<file path="config.mk">
export PLATFORM = sky130hd
export DESIGN_NAME = uart_rx_param
export DESIGN_NICKNAME = d
export VERILOG_FILES = /design/src/rtl/uart_pkg.sv /design/src/rtl/uart_sync.sv /design/src/rtl/uart_rx_param.sv
export SDC_FILE = /design/constraint.sdc
export NUM_CORES = 1
export LEC_CHECK = 0
export ABC_AREA = 1
export ABC_CLOCK_PERIOD_IN_PS = 2000
export BUFFER_PORTS_ARGS = -buffer_cell sky130_fd_sc_hd__buf_2
export CORE_MARGIN = 2
export CORE_UTILIZATION = 31
export DETAILED_ROUTE_END_ITERATION = 16
export PLACE_DENSITY = 0.55
export REMOVE_ABC_BUFFERS = 1
export SLEW_MARGIN = 10
export SYNTH_ARGS = -nofsm -noshare
export SYNTH_HDL_FRONTEND = slang
export SYNTH_SLANG_ARGS = --single-unit
</file>
<file path="constraint.sdc">
create_clock -name i_clk -period 2 [get_ports i_clk]
set_input_delay 0.2 -clock i_clk [delete_from_list [all_inputs] [get_ports i_clk]]
set_output_delay 0.2 -clock i_clk [all_outputs]
set_load 0.01 [all_outputs]
</file>
<file path="src/rtl/uart_pkg.sv">
// Shared types and helpers for the parameterised UART receiver.
package uart_pkg;

  typedef enum logic [1:0] {
    PARITY_NONE = 2'd0,
    PARITY_ODD  = 2'd1,
    PARITY_EVEN = 2'd2
  } parity_t;

  typedef enum logic [2:0] {
    ST_IDLE   = 3'd0,
    ST_START  = 3'd1,
    ST_DATA   = 3'd2,
    ST_PARITY = 3'd3,
    ST_STOP   = 3'd4,
    ST_BREAK  = 3'd5
  } rx_state_t;

  function automatic int clks_per_bit(input int clk_freq, input int baud_rate);
    return clk_freq / baud_rate;
  endfunction

  function automatic logic majority3(input logic a, input logic b, input logic c);
    return (a & b) | (a & c) | (b & c);
  endfunction

endpackage

</file>
<file path="src/rtl/uart_sync.sv">
// Two-flop synchroniser for the serial line; resets to the idle (high) level.
module uart_sync (
  input  logic clk_i,
  input  logic rst_i,
  input  logic d_i,
  output logic q_o
);

  logic [1:0] sync_q;

  always_ff @(posedge clk_i or posedge rst_i) begin
    if (rst_i) begin
      sync_q <= 2'b11;
    end else begin
      sync_q <= {sync_q[0], d_i};
    end
  end

  assign q_o = sync_q[1];

endmodule

</file>
<file path="src/rtl/uart_rx_param.sv">
// UART receiver: 3-sample majority vote per bit, parity/frame/overrun/break reporting,
// single-word holding register with valid/ready handshake.
module uart_rx_param
  import uart_pkg::*;
#(
  parameter int      CLK_FREQ  = 25000000,
  parameter int      BAUD_RATE = 115200,
  parameter int      DATA_BITS = 8,
  parameter parity_t PARITY    = PARITY_NONE,
  parameter int      STOP_BITS = 1
) (
  input  logic                 i_clk,
  input  logic                 i_rst,
  input  logic                 i_uart,
  input  logic                 i_ready,
  output logic                 o_valid,
  output logic [DATA_BITS-1:0] o_bin,
  output logic                 o_parity_err,
  output logic                 o_frame_err,
  output logic                 o_overrun,
  output logic                 o_break,
  output logic                 o_busy
);

  localparam int CPB  = clks_per_bit(CLK_FREQ, BAUD_RATE);
  localparam int HALF = CPB / 2;
  localparam int CW   = (CPB > 1) ? $clog2(CPB) : 1;

  // Down-counter values at which the bit-relative counts HALF-1, HALF, HALF+1 occur.
  localparam logic [CW-1:0] CNT_LOAD = CW'(CPB - 1);
  localparam logic [CW-1:0] SMP0     = CW'(CPB - HALF);
  localparam logic [CW-1:0] SMP1     = CW'(CPB - 1 - HALF);
  localparam logic [CW-1:0] SMP2     = CW'(CPB - 2 - HALF);

  logic rx_s;

  uart_sync u_sync (
    .clk_i (i_clk),
    .rst_i (i_rst),
    .d_i   (i_uart),
    .q_o   (rx_s)
  );

  rx_state_t            state_q, state_d;
  logic [CW-1:0]        cnt_q, cnt_d;
  logic [1:0]           smp_q, smp_d;
  logic [3:0]           bit_cnt_q, bit_cnt_d;
  logic [DATA_BITS-1:0] shreg_q, shreg_d;
  logic                 par_bit_q, par_bit_d;
  logic                 ferr_q, ferr_d;
  logic                 arm_q, arm_d;
  logic [1:0]           flush_q, flush_d;
  logic                 valid_q, valid_d;
  logic [DATA_BITS-1:0] bin_q, bin_d;
  logic                 perr_q, perr_d;
  logic                 frerr_q, frerr_d;
  logic                 ovr_q, ovr_d;
  logic                 brk_q, brk_d;

  logic vote, vote_now, bit_end, load, ferr_now, is_break;

  assign vote     = majority3(smp_q[0], smp_q[1], rx_s);
  assign vote_now = (cnt_q == SMP2);
  assign bit_end  = (cnt_q == '0);
  assign ferr_now = ferr_q | ~vote;
  assign is_break = (bit_cnt_q == 4'd0) && (shreg_q == '0) && ~vote &&
                    ((PARITY == PARITY_NONE) || ~par_bit_q);

  always_ff @(posedge i_clk or posedge i_rst) begin
    if (i_rst) begin
      state_q   <= ST_IDLE;
      cnt_q     <= '0;
      smp_q     <= '0;
      bit_cnt_q <= '0;
      shreg_q   <= '0;
      par_bit_q <= 1'b0;
      ferr_q    <= 1'b0;
      arm_q     <= 1'b0;
      flush_q   <= '0;
      valid_q   <= 1'b0;
      bin_q     <= '0;
      perr_q    <= 1'b0;
      frerr_q   <= 1'b0;
      ovr_q     <= 1'b0;
      brk_q     <= 1'b0;
    end else begin
      state_q   <= state_d;
      cnt_q     <= cnt_d;
      smp_q     <= smp_d;
      bit_cnt_q <= bit_cnt_d;
      shreg_q   <= shreg_d;
      par_bit_q <= par_bit_d;
      ferr_q    <= ferr_d;
      arm_q     <= arm_d;
      flush_q   <= flush_d;
      valid_q   <= valid_d;
      bin_q     <= bin_d;
      perr_q    <= perr_d;
      frerr_q   <= frerr_d;
      ovr_q     <= ovr_d;
      brk_q     <= brk_d;
    end
  end

  always_comb begin
    state_d   = state_q;
    cnt_d     = cnt_q;
    smp_d     = smp_q;
    bit_cnt_d = bit_cnt_q;
    shreg_d   = shreg_q;
    par_bit_d = par_bit_q;
    ferr_d    = ferr_q;
    valid_d   = valid_q;
    bin_d     = bin_q;
    perr_d    = perr_q;
    frerr_d   = frerr_q;
    ovr_d     = ovr_q;
    brk_d     = 1'b0;
    load      = 1'b0;

    // The synchroniser holds its reset value for two cycles, so only arm on a real sample.
    flush_d = (flush_q == 2'd2) ? flush_q : flush_q + 2'd1;
    arm_d   = arm_q | ((flush_q == 2'd2) & rx_s);

    if (state_q != ST_IDLE && state_q != ST_BREAK) begin
      cnt_d = bit_end ? CNT_LOAD : cnt_q - CW'(1);
      if (cnt_q == SMP0) smp_d[0] = rx_s;
      if (cnt_q == SMP1) smp_d[1] = rx_s;
    end

    case (state_q)
      ST_IDLE: begin
        if (arm_q && !rx_s) begin
          state_d   = ST_START;
          cnt_d     = CNT_LOAD;
          bit_cnt_d = '0;
          ferr_d    = 1'b0;
        end
      end
      ST_START: begin
        if (vote_now && vote) state_d = ST_IDLE;
        else if (bit_end)     state_d = ST_DATA;
      end
      ST_DATA: begin
        if (vote_now) begin
          shreg_d   = {vote, shreg_q[DATA_BITS-1:1]};
          bit_cnt_d = bit_cnt_q + 4'd1;
        end
        if (bit_end && bit_cnt_q == 4'(DATA_BITS)) begin
          state_d   = (PARITY == PARITY_NONE) ? ST_STOP : ST_PARITY;
          bit_cnt_d = '0;
        end
      end
      ST_PARITY: begin
        if (vote_now) par_bit_d = vote;
        if (bit_end)  state_d   = ST_STOP;
      end
      ST_STOP: begin
        if (vote_now) begin
          if (is_break) begin
            brk_d   = 1'b1;
            state_d = ST_BREAK;
          end else if (bit_cnt_q == 4'(STOP_BITS - 1)) begin
            load    = 1'b1;
            state_d = ST_IDLE;
          end else begin
            ferr_d    = ferr_now;
            bit_cnt_d = bit_cnt_q + 4'd1;
          end
        end
      end
      ST_BREAK: begin
        if (rx_s) state_d = ST_IDLE;
      end
      default: state_d = ST_IDLE;
    endcase

    if (load) begin
      valid_d = 1'b1;
      bin_d   = shreg_q;
      perr_d  = (PARITY == PARITY_NONE) ? 1'b0 :
                ((^shreg_q) ^ par_bit_q ^ (PARITY == PARITY_ODD));
      frerr_d = ferr_now;
      ovr_d   = valid_q & ~i_ready;
    end else if (valid_q && i_ready) begin
      valid_d = 1'b0;
    end
  end

  assign o_valid      = valid_q;
  assign o_bin        = bin_q;
  assign o_parity_err = perr_q;
  assign o_frame_err  = frerr_q;
  assign o_overrun    = ovr_q;
  assign o_break      = brk_q;
  assign o_busy       = (state_q != ST_IDLE);

endmodule

</file>
==> run_results.csv, run 1 <==
group,metric,value,unit
timing,fmax,578.2,MHz
clocking,cts-root-buf,"clkbuf_8",
timing,worstMarginPinSlew,0.8242,ns
timing,hold_viol,0,
clocking,clk_latency,0.30,ns
yosys,synth_seq_area_share,47.21,%
critical_path,r2r_end,"state_q[2]",
final_layout,drive_gt1_share,21.33,%
clocking,clk_path_buf_depth,2,
yosys,yosysTopAreaCell,"dfrtp_1",
yosys,synth.most_common_cell,"nand2_1",
placement,dp_hpwl,3.161,mm
yosys,syn_area_per_cell,8.308,um^2
timing,setup_violations,0,
power,p_leak,1.297,nW
critical_path,worstRegToRegCells,11,
final_layout,fillers,759,
routing,drt_first_pass_iters,4,
routing,ant_nets,0,
timing,final.min_clock_period,1.729,ns
critical_path,critPathArrivalTime,1.92,ns
final_layout,final_util,36.62,%
clocking,clk_pin_slew_worst_paths,0.09,ns
yosys,synth_area_leaders,"dfrtp_1 (45%), nand2_1 (13%), nand3_1 (5.5%)",
yosys,synth_top_area_share,44.91,%
yosys,synth_common_cells,"nand2_1 (77), dfrtp_1 (41), inv_1 (29)",
power,ir_drop,0.5653,mV
final_layout,instances_no_fill,399,
final_layout,antenna_cells,0,
final_layout,multi_input_area,1051,um^2
yosys,synthCells,275,
global_routing,grt_use_total,11.58,%
routing,vias,1754,
yosys,yosys_warnings,0,
critical_path,path_class,"reg -> reg",
clocking,h-tree-depth,2,
timing,post-route-period-util,86.47,%
global_routing,antenna_found_initial,0,
routing,wl_per_cell,10.62,um
final_layout,fin_nets,310,
yosys,synth_cell_types,31,
yosys,ys_async_sr_fraction,100.0,%
floorplan,pin_count,18,
timing,relSlewSlack,44.72,%
floorplan,start_util,31.84,%
floorplan,fp.coreArea,7176,um^2
floorplan,die_area,8073,um^2
floorplan,fp-row-count,31,
placement,place.gp.congestion,0.8511,
timing,rsz0062_at_grt,"no",
yosys,synth_seq_cells,43,
yosys,dominantRegCellSynth,"dfrtp_1",
global_routing,grt_first_pass_wirelength,7.810,mm
global_routing,grt_pass1_vias,1695,
hold_path,hold_class,"in -> reg",
placement,post-place-cells,389,
routing,totalWireLength,4.237,mm
critical_path,rr_startpoint,"cnt_q[0]",
timing,slew_viol_final,0,
power,report.power.total,2.853,mW
final_layout,regArea,1079,um^2
floorplan,die_w,89.85,um
timing,holdWs,0.1811,ns
floorplan,die_y,89.85,um
global_routing,grt_overflow_total,0,
timing,clock_skew,0.01187,ns
critical_path,worstSetupEndpoint,"state_q[2]",
critical_path,setup.worst_path.end_class,"flop",
critical_path,startpoint_type,"flop",
final_layout,stdcell_area,2628,um^2
yosys,synth-edff-count,0,
critical_path,worst-path-max-fanout,5,
run,drv_cap,0,
routing,vias_per_cell,4.396,
clocking,cts.sinks,43,
yosys,synth_area,2285,um^2
critical_path,startpoint,"cnt_q[0]",
critical_path,required,2.19,ns
status,outcome,"completed",
placement,port_buffers,16,
placement,dp_slack,0.2518,ns
clocking,cts_tree,"yes",
placement,place_area,2492,um^2
power,power.density,1086,nW/um^2
routing,drc,0,
clocking,cts-buffers-inserted,5,
routing,dr.first_iter.drc_count,67,
critical_path,rrSetupSlack,0.27,ns
timing,postLayoutSetupSlackWorst,0.2705,ns
timing,tns,0,ns
final_layout,synthToLayoutAreaGrowth,15.01,%
global_routing,grt_max_degree,24,
[worst max-delay path: stages, from the launching register on]
cell     delay (ns)
dfrtp_1        0.43
inv_1          0.15
ha_1           0.19
inv_1          0.05
nor2_2         0.14
nand3_2        0.12
nand2_1        0.10
nand2_1        0.06
nor2_2         0.14
nand2_1        0.11
nand2_1        0.07
nand2_1        0.05
[metal layers]
metal	global-route usage, %	up-vias	share of wire, %
met2	18.18	26	45
li1	-	926	-
met1	15.94	797	50
met5	0	-	0
met4	3.462	0	0.94
met3	2.766	5	4.0
[placed cells by master, fill, tap and decap left out, types with 7 or more instances in the layout]
master,count
buf_2,16
ha_1,7
dfrtp_1,41
o21ai_1,9
nand2_1,77
nor2_1,15
o21ai_2,7
inv_1,28
nand3_1,25
o21ai_0,11
[worst min path at each step]
| stage | start | endpoint | slack, ns | cells past startpoint |
|---|---|---|---|---|
| 6_report | i_ready | o_valid | 0.18 | 4 |
| 5_1_grt | i_ready | o_overrun | 0.24 | 4 |
| 4_1_cts | i_ready | o_valid | 0.17 | 4 |
| 3_5_place_dp | i_rst | shreg_q[5] | 0.29 | 2 |
| 3_3_place_gp | i_rst | flush_q[0] | 0.28 | 2 |
| 2_1_floorplan | i_uart | u_sync.sync_q[0] | 0.20 | 0 |
[repair_timing]
action | CTS | global route
endpoints found under the setup margin | 0 | 2
gates resized for setup | 0 | 1
hold endpoints to repair | 19 | 0
buffers inserted | 0 | 0
hold buffers | 2 | 0
[report_power, final]
group | internal [mW] | switching, mW
Combinational | 0.348 | 0.701
Clock | 0.372 | 0.317
Sequential | 0.979 | 0.136
Total | 1.70 | 1.15
[logic make-up (layout without fill, tap and decap cells)]
logic type | after synthesis | in the layout | share of synthesized area (%)
AOI/OAI and AO/OA | 35 | 35 | 9.091
xor gates and xnor gates | 4 | 4 | 1.534
adders and majority gates | 7 | 7 | 3.833
buffers and inverters | 38 | 63 | 6.900
DFF | 43 | 43 | 47.21
other | 1 | 1 | 0.1641
and+or+nand+nor | 147 | 147 | 31.27
[flip-flops by register name, indices dropped and copies added, names as in the netlist]
signal	cells
bit_cnt_q	4
o_overrun	1
o_bin	8
shreg_q	8
arm_q	1
o_valid	1
state_q	3
o_frame_err	1
o_break	1
cnt_q	8
flush_q	2
ferr_q	1
smp_q	2
u_sync.sync_q	2
[final cells by class]
| class | count | area share [%] |
|---|---|---|
| sequential | 43 | 41.05 |
| multi-input combinational | 194 | 40.00 |
| inverter | 35 | 5.095 |
| timing repair buffer | 20 | 4.857 |
| tap | 99 | 4.714 |
| clock inverter | 3 | 1.667 |
| clock buffer | 5 | 2.619 |
Note: power is estimated with default switching activity, not from simulation.
==> inputs of run 2 (changes only) <==
Settings changed: ABC_AREA 1 to 0, MAX_ROUTING_LAYER set to met4.
==> run 2 against run 1 <==
  * Global-route usage rose by 2.4 points
  * Highest routed layer unchanged
  * Clock power fell by 17%
  * Die area fell by 4.2%
  * First-iteration DRC count rose by 110%
  * Hold slack got worse by 0.18 ns
  * Non-clock buffer count rose by 45
  * Core utilization rose by 6.0 points
  * Sequential share of layout area fell by 3.8 points
  * Register-to-register slack got worse by 0.48 ns
  * The run now ends with setup timing left
==> run_results.csv, run 2 <==
group,metric,value,unit
status,outcome,"finished with violations",
status,violations,"setup timing",
routing,vias_per_cell,4.789,
yosys,yosys_warnings,0,
global_routing,grt_pass1_vias,1680,
routing,dr.first_iter.drc_count,139,
critical_path,critPathArrivalTime,2.40,ns
timing,final.min_clock_period,2.208,ns
global_routing,grt_max_degree,44,
yosys,synth_seq_area_share,49.40,%
clocking,cts.sinks,43,
power,p_leak,1.405,nW
floorplan,die_y,87.92,um
timing,postLayoutSetupSlackWorst,-0.2076,ns
timing,relSlewSlack,63.69,%
final_layout,final_common_cell,"buf_4",
final_layout,fillers,634,
placement,dp_slack,-0.4627,ns
yosys,synth-edff-count,0,
critical_path,startpoint,"cnt_q[4]",
critical_path,startpoint_type,"flop",
timing,tns,-0.9969,ns
placement,dp_hpwl,3.413,mm
final_layout,multi_input_area,1100,um^2
timing,hold_viol,0,
floorplan,pin_count,18,
clocking,clk_pin_slew_worst_paths,0.09,ns
routing,drt_first_pass_iters,4,
yosys,synthCells,191,
hold_path,hold_class,"in -> async",
yosys,synth_top_area_share,46.99,%
critical_path,required,2.19,ns
placement,place_area,2669,um^2
final_layout,final_cell_mix,"buf_4 (44), dfrtp_1 (41), mux2_2 (19)",
power,ir_drop,0.4478,mV
clocking,cts-buffers-inserted,5,
global_routing,antenna_found_initial,0,
floorplan,die_area,7730,um^2
floorplan,fp.coreArea,6794,um^2
critical_path,rrSetupSlack,-0.21,ns
clocking,clk_path_buf_depth,2,
yosys,synth_area_leaders,"dfrtp_1 (47%), mux2_2 (9.8%), ha_1 (4.0%)",
clocking,h-tree-depth,2,
critical_path,rr_startpoint,"cnt_q[4]",
global_routing,grt_overflow_total,0,
final_layout,regArea,1079,um^2
critical_path,slowest_stage,"or4_4",
clocking,clk_latency,0.30,ns
yosys,synth_area,2183,um^2
floorplan,die_w,87.92,um
yosys,yosysTopAreaCell,"dfrtp_1",
routing,vias,1700,
routing,totalWireLength,4.779,mm
timing,fmax,453.0,MHz
timing,slew_viol_final,0,
routing,drc,0,
floorplan,fp-row-count,30,
clocking,cts_tree,"yes",
run,drv_cap,0,
placement,place.gp.congestion,0.8383,
final_layout,drive_gt1_share,44.79,%
power,power.density,1100,nW/um^2
critical_path,cp_slowest_stage_delay,0.55,ns
clocking,cts-root-buf,"clkbuf_8",
critical_path,critPathTopFamily,"simple AND/OR/NAND/NOR gates",
final_layout,fin_nets,269,
timing,clock_skew,0.005894,ns
yosys,ys_async_sr_fraction,100.0,%
yosys,syn_area_per_cell,11.43,um^2
placement,port_buffers,16,
critical_path,path_class,"reg -> reg",
routing,wl_per_cell,13.46,um
timing,rsz0062_at_grt,"yes",
routing,ant_nets,0,
critical_path,setup.worst_path.end_class,"flop",
yosys,synth_cell_types,52,
critical_path,cp_common_cell,"or4_4",
final_layout,synthToLayoutAreaGrowth,32.55,%
timing,setup_violations,7,
timing,worstMarginPinSlew,0.5447,ns
global_routing,grt_first_pass_wirelength,8.169,mm
final_layout,stdcell_area,2894,um^2
critical_path,path_buf_inv,0,
yosys,synth_seq_cells,43,
critical_path,path_cells,"or4_4 -> o311a_4 -> or4_4 -> mux2_4",
yosys,dominantRegCellSynth,"dfrtp_1",
yosys,synth_common_cells,"dfrtp_1 (41), mux2_2 (19), nor2_1 (12)",
final_layout,antenna_cells,0,
timing,post-route-period-util,110.4,%
yosys,synth.most_common_cell,"dfrtp_1",
global_routing,grt_use_total,14.02,%
floorplan,start_util,32.14,%
critical_path,worst-path-max-fanout,3,
-- run 2: cell count changes in the layout (fill, tap and decap cells not counted), sizes merged, moves of 3 or more --
cell,previous run,this run
buf,18,64
inv,34,9
mux2,0,22
mux2i,0,3
nand2,86,9
nand3,27,6
nor2,25,12
o21ai,27,5
o31ai,0,3
or4,0,6
-- run 2: repair_timing --
item,in CTS,in global routing
setup endpoints to repair,7,17
pin swaps,9,5
gates resized for setup,19,10
buffers inserted,4,1
hold buffers,1,0
endpoints found under the hold margin,1,0
-- run 2: per-stage QoR --
| step | instances | hold slack [ns] | util (%) | power, mW |
|---|---|---|---|---|
| after floorplan | 186 | 0.2045 | - | 1.881 |
| after global placement | 342 | 0.3056 | 39.28 | 2.386 |
| after detailed placement | 342 | 0.3065 | 39.28 | 2.410 |
| after CTS | 355 | 0.04570 | 42.12 | 3.143 |
| after global routing | 355 | 0.05716 | 42.60 | 3.414 |
| final | 355 | 0.001970 | 42.60 | 3.183 |
-- run 2: per-layer routing --
metal / GRT usage (%) / wire length [um]
met1: 18.26 / 2234
met2: 21.90 / 2294
met3: 2.639 / 162
met4: 4.895 / 87
met5: - / 0
-- run 2: tightest hold or removal path, cell delays in order --
cell	delay, ns
buf_2	0.10
clkinv_1	0.03
buf_4	0.44
-- run 2: kinds of logic (layout without fill, tap and decap cells) --
group	count (synthesis)	in the layout	synth area share, %
buf+inv	15	83	3.782
xor+xnor	7	7	2.808
simple gates	59	59	15.65
flops	43	43	49.40
mux	25	25	12.72
compound gates	33	33	11.00
fa+ha+maj	8	8	4.470
other cells	1	1	0.1718
-- run 2: area by class of cell --
cell class	count	area share (%)
clock inverter	3	0.6917
multi-input combinational	133	38.00
sequential	43	37.27
tap	96	4.150
inverter	10	1.297
clock buffer	5	2.378
timing repair buffer	65	16.21
-- run 2: final timing paths --
kind,to,depth (start not counted)
worst max register to register,state_q[0],4
max in group asynchronous,u_sync.sync_q[1],3
worst max-delay path,state_q[0],4
worst min-delay path,o_break,3
worst min register to register,u_sync.sync_q[1],0
min in group i_clk,o_valid,3
-- run 2: report_power, final --
| group | internal [mW] | switching (mW) | total (mW) |
|---|---|---|---|
| Clock | 0.244 | 0.332 | 0.575 |
| Sequential | 0.992 | 0.0821 | 1.07 |
| Combinational | 0.748 | 0.785 | 1.53 |
